--- src/rtl/draw_control_fsm_if.sv ---
// Bundle between the draw control FSM and its neighbours: the game-level
// requests (start, frame tick, steering) and the datapath controls
// (one-hot draw enables, plot/inc strobes, done pulses, car position).
// master: the control FSM. slave: the datapath / environment side.
interface draw_control_fsm_if;
  logic       start;
  logic       frame_tick;
  logic       move_left;
  logic       move_right;

  logic       draw_bg_green_left;
  logic       draw_bg_black;
  logic       draw_bg_green_right;
  logic       draw_car;
  logic       erase;
  logic       plot;
  logic       inc;
  logic       done_bg;
  logic       done_car;
  logic       done_erase;
  logic       done_update;
  logic [7:0] car_x;

  modport master (
    input  start, frame_tick, move_left, move_right,
    output draw_bg_green_left, draw_bg_black, draw_bg_green_right, draw_car, erase,
    output plot, inc, done_bg, done_car, done_erase, done_update, car_x
  );

  modport slave (
    output start, frame_tick, move_left, move_right,
    input  draw_bg_green_left, draw_bg_black, draw_bg_green_right, draw_car, erase,
    input  plot, inc, done_bg, done_car, done_erase, done_update, car_x
  );
endinterface

--- src/rtl/draw_control_fsm.sv ---
// Control FSM for the VGA car game drawing datapath.
// Sequences background strips, the car, and the per-frame erase/move/redraw
// loop; times every region with shadow x/y counters and owns car_x.
// Optional build macro CAR_WRAP_EN: when defined the car wraps around the
// road edges instead of saturating at them.
module draw_control_fsm #(
  parameter int LEFT_W  = 30,
  parameter int ROAD_W  = 100,
  parameter int RIGHT_W = 30,
  parameter int SCR_H   = 120,
  parameter int CAR_W   = 8,
  parameter int CAR_H   = 12,
  parameter int STEP    = 2,
  parameter int CAR_X0  = 80
) (
  input  logic                clock,
  input  logic                reset,
  draw_control_fsm_if.master  bus
);

  // Legal car left-edge range: the car must stay fully on the road.
  localparam logic [7:0] X_MIN = 8'(LEFT_W);
  localparam logic [7:0] X_MAX = 8'(LEFT_W + ROAD_W - CAR_W);

`ifdef CAR_WRAP_EN
  // Stepping off one edge re-enters at the opposite edge.
  localparam logic [7:0] LEFT_LIMIT_X  = X_MAX;
  localparam logic [7:0] RIGHT_LIMIT_X = X_MIN;
`else
  // Stepping off an edge pins the car to that edge.
  localparam logic [7:0] LEFT_LIMIT_X  = X_MIN;
  localparam logic [7:0] RIGHT_LIMIT_X = X_MAX;
`endif

  typedef enum logic [2:0] {
    S_IDLE,
    S_BG_LEFT,
    S_BG_BLACK,
    S_BG_RIGHT,
    S_CAR,
    S_WAIT,
    S_ERASE,
    S_UPDATE
  } state_t;

  state_t     state_q, state_d;
  logic [7:0] cx_q, cx_d;
  logic [7:0] cy_q, cy_d;
  logic [7:0] car_x_q, car_x_d;
  logic       pending_q, pending_d;

  logic       drawing;
  logic [7:0] w_last;
  logic [7:0] h_last;
  logic       row_end;
  logic       last_px;
  logic [7:0] left_x;
  logic [7:0] right_x;

  // Region geometry of the current drawing state (last column / last row).
  always_comb begin
    drawing = 1'b0;
    w_last  = 8'(CAR_W - 1);
    h_last  = 8'(CAR_H - 1);
    case (state_q)
      S_BG_LEFT: begin
        drawing = 1'b1;
        w_last  = 8'(LEFT_W - 1);
        h_last  = 8'(SCR_H - 1);
      end
      S_BG_BLACK: begin
        drawing = 1'b1;
        w_last  = 8'(ROAD_W - 1);
        h_last  = 8'(SCR_H - 1);
      end
      S_BG_RIGHT: begin
        drawing = 1'b1;
        w_last  = 8'(RIGHT_W - 1);
        h_last  = 8'(SCR_H - 1);
      end
      S_CAR, S_ERASE: begin
        drawing = 1'b1;
      end
      default: begin
        drawing = 1'b0;
      end
    endcase
  end

  assign row_end = drawing && (cx_q == w_last);
  assign last_px = row_end && (cy_q == h_last);

  // Candidate car positions for a single left or right step, edge-limited.
  always_comb begin
    if ({1'b0, car_x_q} < 9'(LEFT_W + STEP)) begin
      left_x = LEFT_LIMIT_X;
    end else begin
      left_x = car_x_q - 8'(STEP);
    end
    if (({1'b0, car_x_q} + 9'(STEP)) > {1'b0, X_MAX}) begin
      right_x = RIGHT_LIMIT_X;
    end else begin
      right_x = car_x_q + 8'(STEP);
    end
  end

  // State register: FSM state, shadow counters, frame-pending flag, car position.
  always_ff @(posedge clock) begin
    if (reset) begin
      state_q   <= S_IDLE;
      cx_q      <= 8'd0;
      cy_q      <= 8'd0;
      car_x_q   <= 8'(CAR_X0);
      pending_q <= 1'b0;
    end else begin
      state_q   <= state_d;
      cx_q      <= cx_d;
      cy_q      <= cy_d;
      car_x_q   <= car_x_d;
      pending_q <= pending_d;
    end
  end

  // Next-state logic: phase sequencing, raster counters, pending flag, car move.
  always_comb begin
    state_d   = state_q;
    cx_d      = cx_q;
    cy_d      = cy_q;
    car_x_d   = car_x_q;
    pending_d = pending_q;

    if (drawing) begin
      if (row_end) begin
        cx_d = 8'd0;
        cy_d = last_px ? 8'd0 : cy_q + 8'd1;
      end else begin
        cx_d = cx_q + 8'd1;
      end
    end

    case (state_q)
      S_IDLE:     if (bus.start) state_d = S_BG_LEFT;
      S_BG_LEFT:  if (last_px)   state_d = S_BG_BLACK;
      S_BG_BLACK: if (last_px)   state_d = S_BG_RIGHT;
      S_BG_RIGHT: if (last_px)   state_d = S_CAR;
      S_CAR:      if (last_px)   state_d = S_WAIT;
      S_WAIT:     if (pending_q) state_d = S_ERASE;
      S_ERASE:    if (last_px)   state_d = S_UPDATE;
      S_UPDATE: begin
        state_d = S_CAR;
        if (bus.move_left && !bus.move_right) begin
          car_x_d = left_x;
        end else if (bus.move_right && !bus.move_left) begin
          car_x_d = right_x;
        end
      end
      default:    state_d = S_IDLE;
    endcase

    // Consuming the pending frame wins over a tick in the same cycle.
    if ((state_q == S_WAIT) && pending_q) begin
      pending_d = 1'b0;
    end else if ((state_q != S_IDLE) && bus.frame_tick) begin
      pending_d = 1'b1;
    end
  end

  // Moore output decode from the registered state and counters.
  always_comb begin
    bus.draw_bg_green_left  = (state_q == S_BG_LEFT);
    bus.draw_bg_black       = (state_q == S_BG_BLACK);
    bus.draw_bg_green_right = (state_q == S_BG_RIGHT);
    bus.draw_car            = (state_q == S_CAR);
    bus.erase               = (state_q == S_ERASE);
    bus.plot                = drawing;
    bus.inc                 = row_end;
    bus.done_bg             = last_px && ((state_q == S_BG_LEFT) ||
                                          (state_q == S_BG_BLACK) ||
                                          (state_q == S_BG_RIGHT));
    bus.done_car            = last_px && (state_q == S_CAR);
    bus.done_erase          = last_px && (state_q == S_ERASE);
    bus.done_update         = (state_q == S_UPDATE);
    bus.car_x               = car_x_q;
  end

endmodule

--- src/flat_wrapper.sv ---
// flat-port wrapper written by rule: the top's interface ports become plain ports
module draw_control_fsm_flat 
#(
  parameter int LEFT_W  = 30,
  parameter int ROAD_W  = 100,
  parameter int RIGHT_W = 30,
  parameter int SCR_H   = 120,
  parameter int CAR_W   = 8,
  parameter int CAR_H   = 12,
  parameter int STEP    = 2,
  parameter int CAR_X0  = 80
)
  (clock, reset, bus_start, bus_frame_tick, bus_move_left, bus_move_right, bus_draw_bg_green_left, bus_draw_bg_black, bus_draw_bg_green_right, bus_draw_car, bus_erase, bus_plot, bus_inc, bus_done_bg, bus_done_car, bus_done_erase, bus_done_update, bus_car_x);
  draw_control_fsm_if bus_i ();
  input  logic clock;
  input  logic reset;
  input wire logic [$bits(bus_i.start)-1:0] bus_start;
  input wire logic [$bits(bus_i.frame_tick)-1:0] bus_frame_tick;
  input wire logic [$bits(bus_i.move_left)-1:0] bus_move_left;
  input wire logic [$bits(bus_i.move_right)-1:0] bus_move_right;
  output wire logic [$bits(bus_i.draw_bg_green_left)-1:0] bus_draw_bg_green_left;
  output wire logic [$bits(bus_i.draw_bg_black)-1:0] bus_draw_bg_black;
  output wire logic [$bits(bus_i.draw_bg_green_right)-1:0] bus_draw_bg_green_right;
  output wire logic [$bits(bus_i.draw_car)-1:0] bus_draw_car;
  output wire logic [$bits(bus_i.erase)-1:0] bus_erase;
  output wire logic [$bits(bus_i.plot)-1:0] bus_plot;
  output wire logic [$bits(bus_i.inc)-1:0] bus_inc;
  output wire logic [$bits(bus_i.done_bg)-1:0] bus_done_bg;
  output wire logic [$bits(bus_i.done_car)-1:0] bus_done_car;
  output wire logic [$bits(bus_i.done_erase)-1:0] bus_done_erase;
  output wire logic [$bits(bus_i.done_update)-1:0] bus_done_update;
  output wire logic [$bits(bus_i.car_x)-1:0] bus_car_x;
  assign bus_i.start = bus_start;
  assign bus_i.frame_tick = bus_frame_tick;
  assign bus_i.move_left = bus_move_left;
  assign bus_i.move_right = bus_move_right;
  assign bus_draw_bg_green_left = bus_i.draw_bg_green_left;
  assign bus_draw_bg_black = bus_i.draw_bg_black;
  assign bus_draw_bg_green_right = bus_i.draw_bg_green_right;
  assign bus_draw_car = bus_i.draw_car;
  assign bus_erase = bus_i.erase;
  assign bus_plot = bus_i.plot;
  assign bus_inc = bus_i.inc;
  assign bus_done_bg = bus_i.done_bg;
  assign bus_done_car = bus_i.done_car;
  assign bus_done_erase = bus_i.done_erase;
  assign bus_done_update = bus_i.done_update;
  assign bus_car_x = bus_i.car_x;
  draw_control_fsm #(.LEFT_W(LEFT_W), .ROAD_W(ROAD_W), .RIGHT_W(RIGHT_W), .SCR_H(SCR_H), .CAR_W(CAR_W), .CAR_H(CAR_H), .STEP(STEP), .CAR_X0(CAR_X0)) u_core (.clock(clock), .reset(reset), .bus(bus_i));
endmodule
--- config.mk ---
export PLATFORM = sky130hd
export DESIGN_NAME = draw_control_fsm_flat
export DESIGN_NICKNAME = d
export VERILOG_FILES = /design/src/rtl/draw_control_fsm_if.sv /design/src/rtl/draw_control_fsm.sv /design/src/flat_wrapper.sv
export SDC_FILE = /design/constraint.sdc
export NUM_CORES = 1
export LEC_CHECK = 0
export ABC_AREA = 1
export BUFFER_PORTS_ARGS = -buffer_cell sky130_fd_sc_hd__buf_2
export CORE_MARGIN = 1.5
export CORE_UTILIZATION = 45
export DETAILED_ROUTE_END_ITERATION = 8
export SETUP_SLACK_MARGIN = 0.4
export SKIP_LAST_GASP = 1
export SYNTH_ARGS = -nofsm -noshare
export SYNTH_HDL_FRONTEND = slang
export SYNTH_SLANG_ARGS = --single-unit
--- constraint.sdc ---
create_clock -name clock -period 2.7 [get_ports clock]
set_input_delay 0.675 -clock clock [delete_from_list [all_inputs] [get_ports clock]]
set_output_delay 0.675 -clock clock [all_outputs]
set_load 0.1 [all_outputs]
== After elaboration in Yosys (flattened, before gate mapping) ==
Cells that the tools add are included.
Storage, ports and cells
  flip-flop bits (word level): 28
  bits in latches: 0
  bits of input ports: 6
  memory bits (read-only): 0
  output and inout port bits: 19
  RAM bits: 0
  memories kept: 0
  word-level logic and storage cells: 68
Operators by class
  order comparisons: 2
  bitwise gates (word level): 0
  shift operators: 0
  equality and inequality tests: 16
  reductions and logical operators: 23
  divide/modulo/power cells: 0
  multiply operators: 0
  $add $sub $neg: 5
  muxes and demuxes: 17
Operators by type and width (number)
  two-way mux 8 bit: 6
  one-hot mux 3 bit (8 select lines): 1
  two-way mux 3 bit: 7
  adder 8 x 1 -> 8 bit (second input constant): 2
  equality test 8 x 7 -> 1 bit: 2
  one-hot mux 7 bit (2 select lines): 1
  equality test 3 bit (second input constant): 4
  != test 2 x 1 -> 1 bit (second input constant): 6
  adder 8 x 2 -> 9 bit (second input constant): 1
  > comparator 9 x 7 -> 1 bit (second input constant): 1
  logical AND 1 bit: 9
  adder 8 x 2 -> 8 bit (second input constant): 1
  < comparator 8 x 6 -> 1 bit (second input constant): 1
  subtractor 8 x 2 -> 8 bit (second input constant): 1
  two-way mux 7 bit: 1
  AND reduction 7 bit: 1
  equality test 3 x 2 -> 1 bit (second input constant): 2
  OR reduction 5 bit: 1
  AND reduction 2 bit: 2
  OR reduction 2 bit: 2
  equality test 3 x 1 -> 1 bit (second input constant): 1
  zero test 3 bit: 1
  nonzero test 3 bit: 1
  OR reduction 3 bit: 1
  other kinds (5): 7

== Depth between registers and ports, before layout ==
Gate-level depths: netlist of run 1.
  depth in word-level cells: 8
  gate-level depth with buffers: 13
  depth with buffers taken out: 13

== Worst setup path before layout of run 1 ==
Ideal clock, no wire load.
  path kind: reg-to-output
  start: reg u_core.state_q[0]
  end: out bus_done_bg
  buffers on the path: 0
  arrival time: 3288 ps
  data required time: 2025 ps
  setup slack: -1263 ps
  cell stages (with the launch flop): 13
  cell sequence: dfxtp_1 > inv_1 > ha_1 > nand2_2 > inv_2 > nor2_2 > nand2_4 > nand3_2 > nor2_4 > nand2_4 > nor2_2 > nand4_1 > nor2_1
Between the ends
  elaborated cells on any way between the ends: 18
  those cells by class: 7 x eq/ne; 3 x mux; 8 x reduce/logical
RTL lines
  start, declared: RTL line draw_control_fsm.sv:46  | state_t state_q, state_d;
  start signal, assigned: RTL line draw_control_fsm.sv:116  | state_q <= state_d;
  equality test 3 bit
  named net bus_draw_car: RTL line flat_wrapper.sv:24  | output wire logic [$bits(bus_i.draw_car)-1:0] bus_draw_car;
  OR reduction 5 bit (no source line)
  two-way mux 1 bit: RTL line draw_control_fsm.sv:65  | case (state_q)
  named net bus_plot: RTL line flat_wrapper.sv:26  | output wire logic [$bits(bus_i.plot)-1:0] bus_plot;
  logical AND 1 bit: RTL line draw_control_fsm.sv:90  | assign row_end = drawing && (cx_q == w_last);
  logical AND 1 bit: RTL line draw_control_fsm.sv:91  | assign last_px = row_end && (cy_q == h_last);
  logical AND 1 bit: RTL line draw_control_fsm.sv:177  | bus.done_bg = last_px && ((state_q == S_BG_LEFT) ||
  end, declared: RTL line flat_wrapper.sv:28  | output wire logic [$bits(bus_i.done_bg)-1:0] bus_done_bg;
The timed path passes the listed nets, and every way through them passes these cells.

== Final worst setup path of run 1 ==
  start: reg u_core.state_q[1]
  end: out bus_done_erase
Between the ends
  cells in the longest elaborated chain, start to end: 7
  elaborated cells on any way between the ends: 16
  those cells by class: 7 x eq/ne; 3 x mux; 6 x reduce/logical
Ends and longest elaborated chain
  equality test 3 x 1 -> 1 bit / equality test 3 x 2 -> 1 bit (equally long branches): RTL line draw_control_fsm.sv:65
  OR reduction 2 bit (no source line)
  one-hot mux 7 bit (2 select lines): RTL line draw_control_fsm.sv:65
  equality test 8 x 7 -> 1 bit: RTL line draw_control_fsm.sv:90
  logical AND 1 bit: RTL line draw_control_fsm.sv:90
  logical AND 1 bit: RTL line draw_control_fsm.sv:91
  logical AND 1 bit *: RTL line draw_control_fsm.sv:181  | bus.done_erase = last_px && (state_q == S_ERASE);
  end, declared: RTL line flat_wrapper.sv:30  | output wire logic [$bits(bus_i.done_erase)-1:0] bus_done_erase;
Every way passes the cells marked *; elsewhere a longest branch is shown, timed or not.

==> impl_metrics.py, run 1 <==
metrics = {
    "run_status": {
        "outcome": "finished, violations left",
        "violations": "setup timing",
    },
    "pwr": {
        "total_power_mw": 1.96,
        "ir_drop_uv": 492,
        "powerDensity_nw_per_um2": 769,
        "leakage_nw": 1.15,
    },
    "route": {
        "wl_met2_um": 2280,
        "drt-met1-wl_um": 2290,
        "wl_per_cell_um": 12.4,
        "wl_met3_um": 156,
        "via_count": 1980,
        "dr.pass1.iters": 4,
        "viasPerCell": 5.14,
        "wirelength_um": 4770,
        "drtIter0Drc": 113,
        "highest_layer": "met4",
        "drcViolationCount": 0,
        "ant_nets": 0,
    },
    "die": {
        "die_h_um": 69.3,
        "rows": 23,
        "ios": 25,
        "dieWidth_um": 69.3,
        "fp.dieArea_um2": 4810,
        "start_util_pct": 48.1,
        "core-area_um2": 4120,
    },
    "global_routing": {
        "grt_use_total_pct": 20.5,
        "grt_pass1_wl_um": 8260,
        "overflow": 0,
        "antenna_found_initial": 0,
        "grt_max_degree": 15,
        "grt_pass1_vias": 1790,
    },
    "place": {
        "gp_congestion": 0.826,
        "dp_hpwl_um": 3550,
        "pre_cts_ws_ps": 48.2,
        "port_buffers": 23,
    },
    "sta": {
        "drv_slew": 0,
        "worst_slack_ps": -174,
        "fin_crit_ps": 2870,
        "hold_ws_ps": 472,
        "rsz0062_at_grt": "true",
        "hold_violations": 0,
        "fin_skew_ps": 9.53,
        "clock.fmax_ghz": 0.348,
        "fin_crit_sh_pct": 106,
        "finalSetupViolations": 3,
    },
    "clocking": {
        "path_clk_slew_ps": 100,
        "cts_buffers": 3,
        "cts_sinks": 27,
        "cts_tree": "yes",
        "clk_path_buf_depth": 2,
        "clk_latency_ps": 280,
        "h-tree-depth": 1,
        "cts_root_buf": "clkbuf_8",
    },
    "final_layout": {
        "finalNetCount": 353,
        "nFillCells": 388,
        "drive_gt1_share_pct": 27.5,
        "finish.utilization_pct": 61.9,
        "areaGrowthSynthToFinish_pct": 28.7,
        "antenna_cells": 0,
    },
    "synthesis": {
        "synth_area_leaders": "dfxtp_1, nand2_1, inv_1, ha_1, nand3_1",
        "synth.most_common_cell": "nand2_1",
        "synth.top_cell.area_share_pct": 27.3,
        "netlist_top_cells_count": "nand2_1, inv_1, nor2_1, dfxtp_1, nand3_1",
        "ys_ff_latch": 27,
        "ys_types": 38,
        "syn_nets": 315,
        "synth_edf_count": 0,
        "postSynthAreaPerCell_um2": 6.64,
        "syn-instance-count": 298,
        "seq_area_frac_synth_pct": 27.3,
        "synth_top_cell_by_area": "dfxtp_1",
        "synth_flop_cell": "dfxtp_1",
        "synthArstFlopShare_pct": 0,
        "ys_warn_count": 0,
        "netlist_area_um2": 1980,
    },
    "worst_setup_path": {
        "worstPathCellList": "inv_4, ha_4, o21ai_4, nand2_2, nand2_2, inv_2, nor2_4, nand2_4, nor2_4, nand4_1, buf_6, nor2_4, buf_12",
        "start_kind": "flip-flop",
        "worstReg2RegStart": "u_core.state_q[1]",
        "critical_path.most_common_cell": "nor2_4",
        "crit_type": "flip-flop to output port",
        "r2r_slack_ps": 620,
        "crit_buf_inv": 4,
        "cp_top_family": "simple AND/OR/NAND/NOR gates",
        "cp_max_fo": 4,
        "crit_arrival_ps": 2200,
        "cp-startpoint": "u_core.state_q[1]",
        "cp.required_ps": 2030,
        "max_stage_delay_ps": 410,
        "end_kind": "output port",
        "slowest_stage": "dfxtp_4",
    },
    "hold_path": {
        "hp-class": "flip-flop to flip-flop",
        "hp-start": "u_core.cy_q[7]",
    },
    "flow_run": {
        "maxCapViolations": 0,
    },
}
## path summary, 6_finish.rpt
kind | to | depth (start not counted)
min reg2reg | u_core.cy_q[7] | 2
max reg2reg | u_core.cx_q[2] | 14
max | bus_done_erase | 13
min | u_core.cy_q[7] | 2
## cell families (layout without fill, tap and decap cells)
kind of cell | Yosys count | after routing | share of synthesized area (%)
other cells | 1 | 1 | 0.189
flops | 27 | 27 | 27.3
compound gates | 39 | 39 | 11.8
xor+xnor | 14 | 14 | 6.19
fa+ha+maj | 11 | 11 | 6.95
buf+inv | 54 | 91 | 10.9
simple gates | 152 | 152 | 36.7
## layout make-up
cell class | instances | area (µm²) | share of cell area, %
repair buffers | 40 | 323 | 12.7
inverters | 47 | 213 | 8.35
multi-input cells | 217 | 1350 | 53.1
clock buffers | 4 | 45.0 | 1.77
well taps | 50 | 62.6 | 2.46
flip-flops and latches | 27 | 551 | 21.6
## per-stage QoR
| stage | area [µm²] | TNS (ps) | instances |
|---|---|---|---|
| 3_3_place_gp | 2360 | 0 | 373 |
| 3_5_place_dp | 2360 | 0 | 373 |
| 2_1_floorplan | 2090 | -909 | 298 |
| 6_report | 2550 | -519 | 385 |
| 4_1_cts | 2520 | -395 | 383 |
| 5_1_grt | 2550 | -898 | 385 |
## timing repair
item	4_1_cts	5_1_grt
buffers inserted	6	2
pin swaps	6	6
setup endpoints to repair	6	5
hold buffers	0	0
gates resized for setup	20	4
## metal layers
layer | vias up | global-route usage (%)
li1 | 1035 | -
met5 | - | 0
met2 | 33 | 33.8
met4 | 0 | 5.66
met1 | 907 | 28.4
met3 | 5 | 2.33
## flip-flops by register name, indices dropped and copies added (netlist names)
| name | cells |
|---|---|
| u_core.cx_q | 8 |
| u_core.cy_q | 8 |
| u_core.pending_q | 1 |
| u_core.bus.car_x | 7 |
| u_core.state_q | 3 |
## cell usage in the layout, fill, tap and decap left out, drive strengths merged, types with 4 or more instances in the layout
| cell type | Yosys | layout |
|---|---|---|
| buf | 3 | 40 |
| o21ai | 14 | 14 |
| inv | 47 | 47 |
| nor2 | 37 | 37 |
| a21oi | 15 | 15 |
| nand2 | 72 | 72 |
| nand3 | 26 | 26 |
| nor3 | 5 | 5 |
| dfxtp | 27 | 27 |
| clkbuf | 4 | 4 |
| ha | 11 | 11 |
| nand4 | 9 | 9 |
| xor2 | 12 | 12 |
## power breakdown
part	switching [mW]	total (mW)	internal, mW
sequential	0.0535	0.496	0.443
combinational	0.810	1.22	0.412
clock	0.134	0.240	0.106
total	0.998	1.96	0.961
## worst min-delay path: cells and delay by family (launching register included)
family,cells,cell delay [ps]
flip-flops,1,320
AND/OR/NAND/NOR,1,60
AO/OA/AOI/OAI,1,50
No activity file was read; power rests on OpenSTA's default activity.
==> run 2: changes to the inputs <==
==> constraint.sdc (replaced) <==
create_clock -name clock -period 3.7 [get_ports clock]
set_input_delay 0.925 -clock clock [delete_from_list [all_inputs] [get_ports clock]]
set_output_delay 0.925 -clock clock [all_outputs]
set_load 0.1 [all_outputs]
==> run 2 against run 1 <==
  * The flow now finishes without violations
  * Largest power group unchanged
  * Power is 33% lower
  * Hold slack worse by 3.7 ps
  * Register-to-register slack better by 1100 ps
  * Critical endpoint is now bus_done_bg
  * Global-route usage is 2.2 points lower
==> impl_metrics.py, run 2 (synthesis gave the netlist of run 1 again) <==
metrics = {
    "route": {
        "ant_nets": 0,
        "dr.pass1.iters": 4,
        "viasPerCell": 5.08,
        "wirelength_um": 4420,
        "wl_per_cell_um": 11.8,
        "drcViolationCount": 0,
        "drtIter0Drc": 95,
        "via_count": 1896,
    },
    "die": {
        "ios": 25,
        "rows": 23,
        "die_h_um": 69.3,
        "start_util_pct": 48.1,
        "core-area_um2": 4120,
        "dieWidth_um": 69.3,
        "fp.dieArea_um2": 4810,
    },
    "worst_setup_path": {
        "end_kind": "output port",
        "crit_type": "flip-flop to output port",
        "crit_arrival_ps": 2270,
        "cp_max_fo": 5,
        "start_kind": "flip-flop",
        "cp.required_ps": 2770,
    },
    "sta": {
        "fin_crit_ps": 3190,
        "fin_crit_sh_pct": 86.3,
        "clock.fmax_ghz": 0.313,
        "fin_skew_ps": 2.35,
        "tightest_slew_ps": 622,
        "hold_violations": 0,
        "relSlewSlack_pct": 58.4,
        "rsz0062_at_grt": "false",
        "finalSetupTns_ps": 0,
        "drv_slew": 0,
        "finalSetupViolations": 0,
    },
    "place": {
        "dp_hpwl_um": 3430,
        "port_buffers": 23,
        "gp_congestion": 0.865,
    },
    "flow_run": {
        "maxCapViolations": 0,
    },
    "pwr": {
        "pwr-share-seq_pct": 27.4,
        "p_sw_share_pct": 51.6,
        "ir_drop_uv": 397,
        "total_power_mw": 1.32,
        "powerDensity_nw_per_um2": 553,
        "clkPwrFrac_pct": 12.9,
        "leakage_nw": 1.09,
        "p_switching_mw": 0.682,
        "combPwrFrac_pct": 59.7,
        "intPower_mw": 0.640,
    },
    "global_routing": {
        "overflow": 0,
        "grt_use_total_pct": 18.4,
        "grt_max_degree": 15,
        "antenna_found_initial": 0,
        "grt_pass1_wl_um": 7420,
        "grt_pass1_vias": 1711,
    },
    "clocking": {
        "cts_tree": "yes",
        "cts_sinks": 27,
        "clk_path_buf_depth": 2,
        "clk_latency_ps": 270,
        "path_clk_slew_ps": 90,
        "cts_root_buf": "clkbuf_8",
        "cts_buffers": 3,
        "h-tree-depth": 1,
    },
    "final_layout": {
        "finalNetCount": 341,
        "areaGrowthSynthToFinish_pct": 20.8,
        "drive_gt1_share_pct": 22.3,
        "final_common_cell": "nand2_1",
        "final_cell_mix": "nand2_1, inv_1, nor2_1",
        "antenna_cells": 0,
    },
    "run_status": {
        "outcome": "completed",
    },
    "hold_path": {
        "hp-class": "flip-flop to flip-flop",
    },
}
run 2: final cells by class:
cell class | instances | area (µm²)
clock buffers | 4 | 45.0
repair buffers | 28 | 210
fillers | 401 | 1720
inverters | 47 | 201
multi-input cells | 217 | 1320
flip-flops and latches | 27 | 549
well taps | 50 | 62.6
run 2: power by group through the flow:
stage	Clock [mW]	Combinational [mW]	Sequential (mW)
floorplan	0	0.619	0.360
global route	0.190	0.864	0.367
global placement	0	0.717	0.362
detailed placement	0	0.724	0.362
finish	0.171	0.789	0.362
CTS	0.179	0.759	0.356
run 2: worst max-delay path: stages, from the launching register on:
cell     delay [ps]
dfxtp_4         370
buf_4           140
ha_4            180
nand2_4         100
nand3_1          80
nand2_1         100
nand3_4          80
nor2_4          150
nand2_4         100
nor2_4          130
nand4_1          80
buf_4           180
nor2_4          120
buf_12          180
run 2: routing by layer:
layer / vias up / GRT usage [%] / share of wire (%)
li1: 1011 / - / -
met1: 859 / 24.5 / 50
met2: 22 / 31.2 / 48
met3: 4 / 2.33 / 1.8
met4: 0 / 4.79 / 0.61
met5: - / 0 / 0
run 2: final timing paths:
path                      from                end  slack (ps)  depth (start not counted)
max          u_core.state_q[1]        bus_done_bg         510                         13
min             u_core.cy_q[7]     u_core.cy_q[7]         470                          2
max reg2reg  u_core.state_q[0]  u_core.state_q[0]        1730                         10
min reg2reg     u_core.cy_q[7]     u_core.cy_q[7]         470                          2
run 2: what timing repair did:
action / 4_1_cts / 5_1_grt
setup buffers: 3 / 2
gates resized for setup: 3 / 7
pin swaps: 2 / 1
hold buffers: 0 / 0
endpoints found under the setup margin: 3 / 3
run 2: per-stage QoR:
step                      hold WS [ps]  utilization, %  setup slack [ps]  cells  area (µm²)
final                              468            58.1               509    373        2390
after global routing               487            58.1               398    373        2390
after CTS                          473            56.9               437    371        2340
after detailed placement           460            54.8               378    364        2260
after global placement             463            54.8               445    364        2260
after floorplan                    445               -               417    298        2070
